File: config.mk
export PLATFORM = sky130hd
export DESIGN_NAME = floating_point_multiplier_single_precision_booth
export DESIGN_NICKNAME = d
export VERILOG_FILES = /design/src/rtl/fp32_mul_pkg.sv /design/src/rtl/booth_radix4_mult24.sv /design/src/rtl/floating_point_multiplier_single_precision_booth.sv
export SDC_FILE = /design/constraint.sdc
export NUM_CORES = 1
export LEC_CHECK = 0
export CORE_UTILIZATION = 61
export DETAILED_ROUTE_END_ITERATION = 6
export GPL_ROUTABILITY_DRIVEN = 0
export PLACE_DENSITY = 0.88
export SKIP_LAST_GASP = 1
export SLEW_MARGIN = 5
export SYNTH_ARGS = -nofsm -noshare
export SYNTH_HDL_FRONTEND = slang
export SYNTH_SLANG_ARGS = --single-unit
File: constraint.sdc
create_clock -name clk -period 6.28 [get_ports clk]
set_input_delay 0.942 -clock clk [delete_from_list [all_inputs] [get_ports clk]]
set_output_delay 0.942 -clock clk [all_outputs]
set_load 0.05 [all_outputs]
File: src/rtl/fp32_mul_pkg.sv
// Shared constants, FSM state encoding and radix-4 Booth digit recoding
// for the sequential binary32 multiplier.
package fp32_mul_pkg;

   localparam int EXP_W       = 8;
   localparam int MAN_W       = 23;
   localparam int BIAS        = 127;
   localparam int MULT_CYCLES = 12;

   localparam logic [31:0] QNAN    = 32'h7FC0_0000;
   localparam logic [31:0] POS_INF = 32'h7F80_0000;

   typedef enum logic [2:0] {
      IDLE,
      UNPACK,
      MULT,
      NORM,
      ROUND
   } state_t;

   typedef enum logic [2:0] {
      BD_ZERO,
      BD_POS1,
      BD_POS2,
      BD_NEG1,
      BD_NEG2
   } booth_digit_t;

   // Overlapping bit triple {b[2i+1], b[2i], b[2i-1]} -> digit in {-2..+2}.
   function automatic booth_digit_t booth_encode(input logic [2:0] triple);
      booth_digit_t digit;
      case (triple)
         3'b001, 3'b010: digit = BD_POS1;
         3'b011:         digit = BD_POS2;
         3'b100:         digit = BD_NEG2;
         3'b101, 3'b110: digit = BD_NEG1;
         default:        digit = BD_ZERO;
      endcase
      return digit;
   endfunction

endpackage

File: src/rtl/booth_radix4_mult24.sv
// Iterative radix-4 Booth multiplier for 24x24 unsigned operands.
// load consumes digit 0, each step consumes one more digit (12 steps total).
module booth_radix4_mult24
   import fp32_mul_pkg::*;
(
   input  logic        clk,
   input  logic        rst,
   input  logic        load,
   input  logic        step,
   input  logic [23:0] mcand,
   input  logic [23:0] mplier,
   output logic [47:0] product
);

   // The true product is below 2^48, so all accumulation is done modulo 2^48.
   logic [47:0]  acc;
   logic [47:0]  mc_sh;
   logic [26:0]  q_sh;
   logic [26:0]  q_init;
   logic [47:0]  mc_src;
   logic [47:0]  pp;
   logic [2:0]   triple;
   booth_digit_t digit;

   // NOTE: every signal written in always_comb gets a value on every path,
   // otherwise synthesis infers a latch.
   always_comb begin
      q_init = {2'b00, mplier, 1'b0};
      if (load) begin
         triple = q_init[2:0];
         mc_src = 48'(mcand);
      end else begin
         triple = q_sh[2:0];
         mc_src = mc_sh;
      end
      digit = booth_encode(triple);
      case (digit)
         BD_POS1: pp = mc_src;
         BD_POS2: pp = mc_src << 1;
         BD_NEG1: pp = -mc_src;
         BD_NEG2: pp = -(mc_src << 1);
         default: pp = '0;
      endcase
   end

   // NOTE: sequential state is updated with non-blocking assignments so every
   // register samples the pre-edge values of its neighbours.
   always_ff @(posedge clk) begin
      if (rst) begin
         acc   <= '0;
         mc_sh <= '0;
         q_sh  <= '0;
      end else if (load) begin
         acc   <= pp;
         mc_sh <= 48'(mcand) << 2;
         q_sh  <= q_init >> 2;
      end else if (step) begin
         acc   <= acc + pp;
         mc_sh <= mc_sh << 2;
         q_sh  <= q_sh >> 2;
      end
   end

   assign product = acc;

endmodule

File: src/rtl/floating_point_multiplier_single_precision_booth.sv
// Multi-cycle IEEE-754 binary32 multiplier with start/done handshake,
// flush-to-zero on subnormals and round-to-nearest-even; fixed 15-cycle latency.
module floating_point_multiplier_single_precision_booth
   import fp32_mul_pkg::*;
(
   input  logic        clk,
   input  logic        rst,
   input  logic        start,
   input  logic [31:0] A,
   input  logic [31:0] B,
   output logic        busy,
   output logic        done,
   output logic [31:0] Mul_Out
);

   state_t             state;
   logic [31:0]        a_reg, b_reg;
   logic               sign_r;
   logic signed [9:0]  exp_r;
   logic               special_r;
   logic [31:0]        special_val_r;
   logic [3:0]         mult_cnt;
   logic [46:0]        norm_sig;
   logic               lost_r;
   logic [47:0]        product;

   logic [EXP_W-1:0]   ea, eb;
   logic [MAN_W-1:0]   fa, fb;
   logic               a_zero, a_inf, a_nan, b_zero, b_inf, b_nan;
   logic               sign_ab;

   logic [23:0]        mant24;
   logic               guard, rnd, sticky, round_up;
   logic [24:0]        mant_rnd;
   logic signed [9:0]  exp_fin;
   logic [MAN_W-1:0]   frac_fin;
   logic [31:0]        result;

   booth_radix4_mult24 u_booth (
      .clk     (clk),
      .rst     (rst),
      .load    (state == UNPACK),
      .step    (state == MULT),
      .mcand   ({1'b1, a_reg[MAN_W-1:0]}),
      .mplier  ({1'b1, b_reg[MAN_W-1:0]}),
      .product (product)
   );

   always_comb begin
      ea      = a_reg[MAN_W +: EXP_W];
      eb      = b_reg[MAN_W +: EXP_W];
      fa      = a_reg[MAN_W-1:0];
      fb      = b_reg[MAN_W-1:0];
      sign_ab = a_reg[31] ^ b_reg[31];
      a_zero  = (ea == '0);
      b_zero  = (eb == '0);
      a_inf   = (ea == '1) && (fa == '0);
      b_inf   = (eb == '1) && (fb == '0);
      a_nan   = (ea == '1) && (fa != '0);
      b_nan   = (eb == '1) && (fb != '0);
   end

   // Leading one sits at norm_sig[46]; lost_r keeps the bit shifted out in NORM.
   always_comb begin
      mant24   = norm_sig[46:23];
      guard    = norm_sig[22];
      rnd      = norm_sig[21];
      sticky   = (|norm_sig[20:0]) | lost_r;
      round_up = guard & (rnd | sticky | mant24[0]);
      mant_rnd = {1'b0, mant24} + 25'(round_up);
      exp_fin  = exp_r + 10'(mant_rnd[24]);
      frac_fin = mant_rnd[24] ? mant_rnd[23:1] : mant_rnd[22:0];
      if (special_r)
         result = special_val_r;
      else if (exp_fin >= 10'sd255)
         result = {sign_r, POS_INF[30:0]};
      else if (exp_fin <= 10'sd0)
         result = {sign_r, 31'h0};
      else
         result = {sign_r, exp_fin[7:0], frac_fin};
   end

   always_ff @(posedge clk) begin
      if (rst) begin
         state         <= IDLE;
         busy          <= 1'b0;
         done          <= 1'b0;
         Mul_Out       <= '0;
         a_reg         <= '0;
         b_reg         <= '0;
         sign_r        <= 1'b0;
         exp_r         <= '0;
         special_r     <= 1'b0;
         special_val_r <= '0;
         mult_cnt      <= '0;
         norm_sig      <= '0;
         lost_r        <= 1'b0;
      end else begin
         done <= 1'b0;
         case (state)
            IDLE: begin
               if (start) begin
                  a_reg <= A;
                  b_reg <= B;
                  busy  <= 1'b1;
                  state <= UNPACK;
               end
            end
            UNPACK: begin
               sign_r    <= sign_ab;
               exp_r     <= 10'(ea) + 10'(eb) - 10'(BIAS);
               special_r <= a_nan | b_nan | a_inf | b_inf | a_zero | b_zero;
               if (a_nan || b_nan || (a_inf && b_zero) || (b_inf && a_zero))
                  special_val_r <= QNAN;
               else if (a_inf || b_inf)
                  special_val_r <= {sign_ab, POS_INF[30:0]};
               else
                  special_val_r <= {sign_ab, 31'h0};
               mult_cnt <= '0;
               state    <= MULT;
            end
            MULT: begin
               mult_cnt <= mult_cnt + 4'd1;
               if (mult_cnt == 4'(MULT_CYCLES - 1))
                  state <= NORM;
            end
            NORM: begin
               if (product[47]) begin
                  norm_sig <= product[47:1];
                  lost_r   <= product[0];
                  exp_r    <= exp_r + 10'sd1;
               end else begin
                  norm_sig <= product[46:0];
                  lost_r   <= 1'b0;
               end
               state <= ROUND;
            end
            ROUND: begin
               Mul_Out <= result;
               done    <= 1'b1;
               busy    <= 1'b0;
               state   <= IDLE;
            end
            default: state <= IDLE;
         endcase
      end
   end

endmodule

## Yosys cells after proc, flatten, opt, wreduce, memory -nomap -nowiden

Cells that the tools add are included.

| storage, ports and cells | value |
|---|---|
| flip-flop bits (word level) | 314 |
| bits of input ports | 67 |
| output and inout port bits | 34 |

| operators by class | value |
|---|---|
| add/sub/neg operators | 9 |
| magnitude comparators | 2 |
| equality and inequality tests | 20 |
| multiplexer cells | 27 |
| bitwise operators | 10 |
| reductions and logical operators | 28 |

Operator list:

| operator | number |
|---|---|
| $pmux 48 s4 | 1 |
| $mux 48 | 3 |
| $neg 48->48 | 2 |
| $mux 31 | 3 |
| $mux 23 | 3 |
| $mux 32 | 2 |
| $mux 26 | 2 |
| $add 48x48->48 | 1 |
| $mux 47 | 1 |
| $logic_not 23->1 | 2 |
| $reduce_bool 23->1 | 2 |
| $add 24x1->25 | 1 |
| $pmux 3 s4 | 2 |
| $reduce_or 21->1 | 1 |
| $pmux 10 s2 | 1 |
| $eq 3x2->1 const B | 6 |
| $eq 8x8->1 const B | 2 |
| $logic_not 8->1 | 2 |
| $eq 3x3->1 const B | 5 |
| $add 10x1->10 | 1 |
| $add 10x2->10 const B | 1 |
| $ge 10x9->1 const B | 1 |
| $le 10x1->1 const B | 1 |
| $mux 10 | 1 |
| other kinds (20) | 49 |

## Depth between registers and ports, before layout

| depth | value |
|---|---|
| word-level depth | 11 |
| gate-level depth with buffers | 28 |

## Modules after synthesis

From an unflattened synthesis, not the netlist that was laid out.

| second synthesis, totals | value |
|---|---|
| cell total of the unflattened synthesis | 2365 |
| area, all modules | 18350.1 µm² |

By module, submodules not included:

| module | instances | cells an instance | area each (µm²) |
|---|---|---|---|
| booth_radix4_mult24 | 1 | 1376 | 10219.8 |
| floating_point_multiplier_single_precision_booth | 1 | 989 | 8130.3 |

## Least setup slack after synthesis

Ideal clock, no wire load.

| path | value |
|---|---|
| kind | reg-to-reg |
| from | reg state[2] |
| to | reg u_booth.acc[47] (netlist: u_booth.product[47]) |
| setup time | 0.070 ns |
| data arrival time | 5.497 ns |
| required time | 6.210 ns |
| slack | 0.713 ns |
| cell stages (with the launch flop) | 25 |
| buffers on the path | 7 |
| period minus slack after synthesis | 5.567 ns |
| cells stage by stage | dfxtp_1 buf_2 nor3b_2 buf_2 buf_2 clkbuf_1 clkbuf_1 buf_1 nand2_1 ha_1 o211a_1 nand2_1 xnor2_1 a221o_1 ha_1 clkbuf_1 a21oi_1 o21ai_0 a2111oi_0 a31oi_1 nand3b_1 a311oi_1 and3_1 nor3_1 a21oi_1 |

| on the way | value |
|---|---|
| word-level cells in the longest chain between the ends | 10 |
| elaborated cells on any way between the ends | 24 |
| those cells by class | 3 x add/sub; 12 x eq/ne; 6 x mux; 3 x reduce/logical |

Ends and longest elaborated chain:

| item | line | source |
|---|---|---|
| start, declared | floating_point_multiplier_single_precision_booth.sv:16 | `state_t state;` |
| start signal, assigned | floating_point_multiplier_single_precision_booth.sv:85 | `state <= IDLE;` |
| start signal, assigned | floating_point_multiplier_single_precision_booth.sv:106 | `state <= UNPACK;` |
| start signal, assigned | floating_point_multiplier_single_precision_booth.sv:120 | `state <= MULT;` |
| parallel branches: the longest is 10 deep, another holds $neg 48->48 | n/a |  |
| end signal, assigned | booth_radix4_mult24.sv:54 | `acc <= pp;` |
| end signal, assigned | booth_radix4_mult24.sv:58 | `acc <= acc + pp;` |
| end, declared | booth_radix4_mult24.sv:16 | `logic [47:0] acc;` |

Several ways; the timed one is not identified. The select of a mux whose other input is x is not followed.
A chain may end at the register's enable or synchronous reset.

## Worst setup path in the final report

| path | value |
|---|---|
| from | reg state[0] |
| to | reg u_booth.acc[47] (netlist: u_booth.product[47]) |

Same word-level chain as after synthesis.

==> results.json <==
{
  "worstPathArrival_ns": 6.42,
  "post-place-ws_ns": 0.5356,
  "holdPathStages": 2,
  "synth_nets": 2450,
  "drt_wl_total_um": 51630,
  "relSlewSlack": 0.2991,
  "max_stage_delay_ns": 0.75,
  "die_height_um": 172.1,
  "num-fill-cells": 2272,
  "final_nets": 2424,
  "hold_violations": 0,
  "start_kind": "register",
  "syn2layout_area_growth_pct": 10.86,
  "hold_class": "register to register",
  "vdd_drop_max_uv": 210.2,
  "grt_antenna_before_repair": 0,
  "port_buffers": 100,
  "synth.largest_area_cell": "dfxtp_1",
  "setup_viol": 0,
  "rrSetupSlack_ns": 0.29,
  "drt-initial-drc-count": 2243,
  "tightest_slew_ns": 1.025,
  "largest_reg_flops": 48,
  "synth-seq-area-share": 0.3233,
  "die-area_sq_mm": 0.02962,
  "use_met1": 0.4417,
  "path_cells": "nor3b_4 -> buf_12 -> nand2_1 -> ha_1 -> o211a_1 -> nand2_1 -> xnor2_1 -> a221o_1 -> ha_1 -> a21oi_1 -> o21ai_0 -> a2111oi_0 -> a31oi_1 -> nand3b_1 -> a311oi_1 -> nor3_1 -> nor3_1 -> a21oi_1",
  "postRouteAntennaNets": 0,
  "synthTopCellsByCount": "363 x nand2_1, 285 x dfxtp_1, 248 x a21oi_1",
  "critPathTopFamily": "compound AO/OA/AOI/OAI gates",
  "post-dp-hpwl_um": 36250,
  "synth_edf_count": 0,
  "muxShareOfSynthArea": 0.04417,
  "synth_area_leaders": "dfxtp_1 32%, nand2_1 7.7%, a21oi_1 7.0%",
  "timing.rr.end": "u_booth.product[47]$_SDFFE_PP0P_",
  "viasPerCell": 6.731,
  "power_mw": 4.614,
  "hold_end": "u_booth.q_sh[18]$_SDFFE_PP0P_",
  "regToRegStartpoint": "state[0]$_SDFFE_PP0P_",
  "syn_avg_cell_area_sq_um": 7.630,
  "clockRootBuffer": "clkbuf_16",
  "die_w_um": 172.1,
  "fmaxAchievable_mhz": 166.9,
  "path_buf_inv": 1,
  "slowest_stage": "a2111oi_0",
  "synthAdderAreaFrac": 0.05048,
  "async_flop_share": 0,
  "start_util": 0.6283,
  "ys.flop_type": "dfxtp_1",
  "cellLeakagePower_nw": 7.033,
  "fin_setup_tns_ns": 0,
  "core_sq_mm": 0.02809,
  "p_per_area_mw_per_mm2": 235.8,
  "grt_pass1_wl_um": 83830,
  "p_int_mw": 3.168,
  "n_antenna_cell": 0,
  "drt_pass1_iterations": 7,
  "synth_cells": 2313,
  "gr-usage-met2": 0.5747,
  "slew_violations": 0,
  "status": "completed",
  "htree_num_levels": 1,
  "synth_compound_area_frac": 0.2591,
  "finClkSkew_ns": 0.03097,
  "p_clk_frac": 0.365,
  "drc": 0,
  "worstSetupPathType": "register to register",
  "clk_path_buf_depth": 3,
  "synth_top_family_by_area": "compound AO/OA/AOI/OAI gates",
  "p_comb_frac": 0.203,
  "yosys_warnings": 0,
  "synth-simple-area-share": 0.2215,
  "clock-sinks": 285,
  "cts_buffers": 30,
  "period_share": 0.9542,
  "switching_share": 0.3134,
  "wl_per_cell_um": 19.23,
  "clkTransAtPathRegs_ns": 0.06,
  "insertion_delay_ns": 0.58,
  "fin_ws_ns": 0.2878,
  "synth_area_sq_mm": 0.01765,
  "period_minus_slack_ns": 5.992,
  "ys_ff_latch": 285,
  "power.switching_mw": 1.446,
  "register_area_sq_mm": 0.005707,
  "yosysMostFrequentCell": "nand2_1",
  "pwr-share-seq": 0.432,
  "grt_use_met3": 0.04738,
  "multiInputGateArea_sq_mm": 0.01118,
  "rows": 61,
  "max-cap-violations": 0,
  "synth-xor-area-share": 0.05608,
  "end_kind": "register",
  "grtUsageTotal": 0.3463,
  "worstPathMaxFanout": 100,
  "synth_top_area_share": 0.3233,
  "vias": 18074,
  "ios": 101,
  "grt_max_degree": 101,
  "hp-start": "u_booth.q_sh[18]$_SDFFE_PP0P_",
  "overflow": 0,
  "grt_pass1_vias": 17009,
  "grt_setup_unrepaired": "false",
  "tritoncts": "done",
  "netlist-cell-type-count": 79,
  "cp_data_required_time_ns": 6.71,
  "drive_gt1_frac": 0.04768,
  "rr_worst_depth": 18,
  "top_usage_layer": "met2"
}
-- cell families after synthesis --
logic type	Yosys count
AOI/OAI and AO/OA	704
xor gates and xnor gates	113
adders and majority gates	70
buffers and inverters	206
DFF	285
muxes	77
and+or+nand+nor	858
-- how the worst max path moves through the flow --
stage,from,to,slack [ns],depth (start not counted)
2_1_floorplan,state[2]$_SDFFE_PP0P_,u_booth.product[47]$_SDFFE_PP0P_,0.71,24
3_3_place_gp,state[0]$_SDFFE_PP0P_,u_booth.product[47]$_SDFFE_PP0P_,0.78,18
3_5_place_dp,state[0]$_SDFFE_PP0P_,u_booth.product[44]$_SDFFE_PP0P_,0.54,17
4_1_cts,state[0]$_SDFFE_PP0P_,u_booth.product[47]$_SDFFE_PP0P_,0.49,18
5_1_grt,state[0]$_SDFFE_PP0P_,u_booth.product[47]$_SDFFE_PP0P_,0.04,17
6_report,state[0]$_SDFFE_PP0P_,u_booth.product[47]$_SDFFE_PP0P_,0.29,18
-- per-stage QoR --
| step | instances | area [sq um] | util | hold WS (ns) |
|---|---|---|---|---|
| floorplan | 2313 | 17650 | - | 0.4316 |
| global placement | 2633 | 18640 | 0.6637 | 0.4392 |
| detailed placement | 2633 | 18640 | 0.6637 | 0.4466 |
| CTS | 2685 | 19560 | 0.6964 | 0.4553 |
| global route | 2685 | 19570 | 0.6966 | 0.4831 |
| finish | 2685 | 19570 | 0.6966 | 0.4591 |
-- cells in the final DEF, fill, tap and decap left out, types with 14 or more instances in the layout --
cell,n
nand4_1,36
clkbuf_16,30
a221oi_1,20
ha_1,68
nor4_1,32
o22ai_1,24
buf_4,24
nand2_1,363
xor2_1,49
a21oi_1,248
a21o_1,28
o21ai_0,85
inv_1,23
nand3_1,45
o221ai_1,24
a211oi_1,74
nor3_1,52
dfxtp_1,284
mux2i_1,72
clkdlybuf4s50_1,99
a22oi_1,69
xnor2_1,64
o22a_1,15
and3_1,15
a31oi_1,20
nor2b_1,14
nor2_1,219
-- routing by layer --
metal | part of all wire | vias up | wire (um)
met3 | 0.092 | 249 | 4768
met2 | 0.46 | 1079 | 23670
li1 | - | 8384 | -
met1 | 0.40 | 8362 | 20490
met5 | 0 | - | 0
met4 | 0.052 | 0 | 2693
-- area by class of cell --
cell class	instances	share of cell area
multi-input combinational	1822	0.5713
sequential	285	0.2917
timing repair buffer	125	0.06146
clock buffer	41	0.04304
tap	378	0.02417
inverter	23	0.004413
clock inverter	11	0.003901
-- power groups by stage --
stage / registers [mW] / logic (mW) / clock network [mW]
floorplan: 1.99 / 0.686 / 0
global placement: 2.02 / 0.877 / 0
detailed placement: 2.03 / 0.901 / 0
CTS: 1.99 / 0.910 / 1.69
global route: 2.00 / 1.02 / 1.76
finish: 1.99 / 0.937 / 1.68
-- worst register-to-register path: stages (launching register included) --
cell and delay, ns:
dfxtp_1 0.47, nor3b_4 0.38, buf_12 0.47, nand2_1 0.26, ha_1 0.31, o211a_1 0.18
nand2_1 0.16, xnor2_1 0.11, a221o_1 0.41, ha_1 0.39, a21oi_1 0.32, o21ai_0 0.16
a2111oi_0 0.75, a31oi_1 0.24, nand3b_1 0.27, a311oi_1 0.57, nor3_1 0.10, nor3_1 0.22
a21oi_1 0.06
-- what timing repair did --
item                       CTS  global route
setup endpoints to repair    0             1
hold buffers                 0             0
setup buffers                0             0
hold endpoints to repair     0             0
gates resized for setup      0             1
Note: power is estimated with default switching activity, not from simulation.
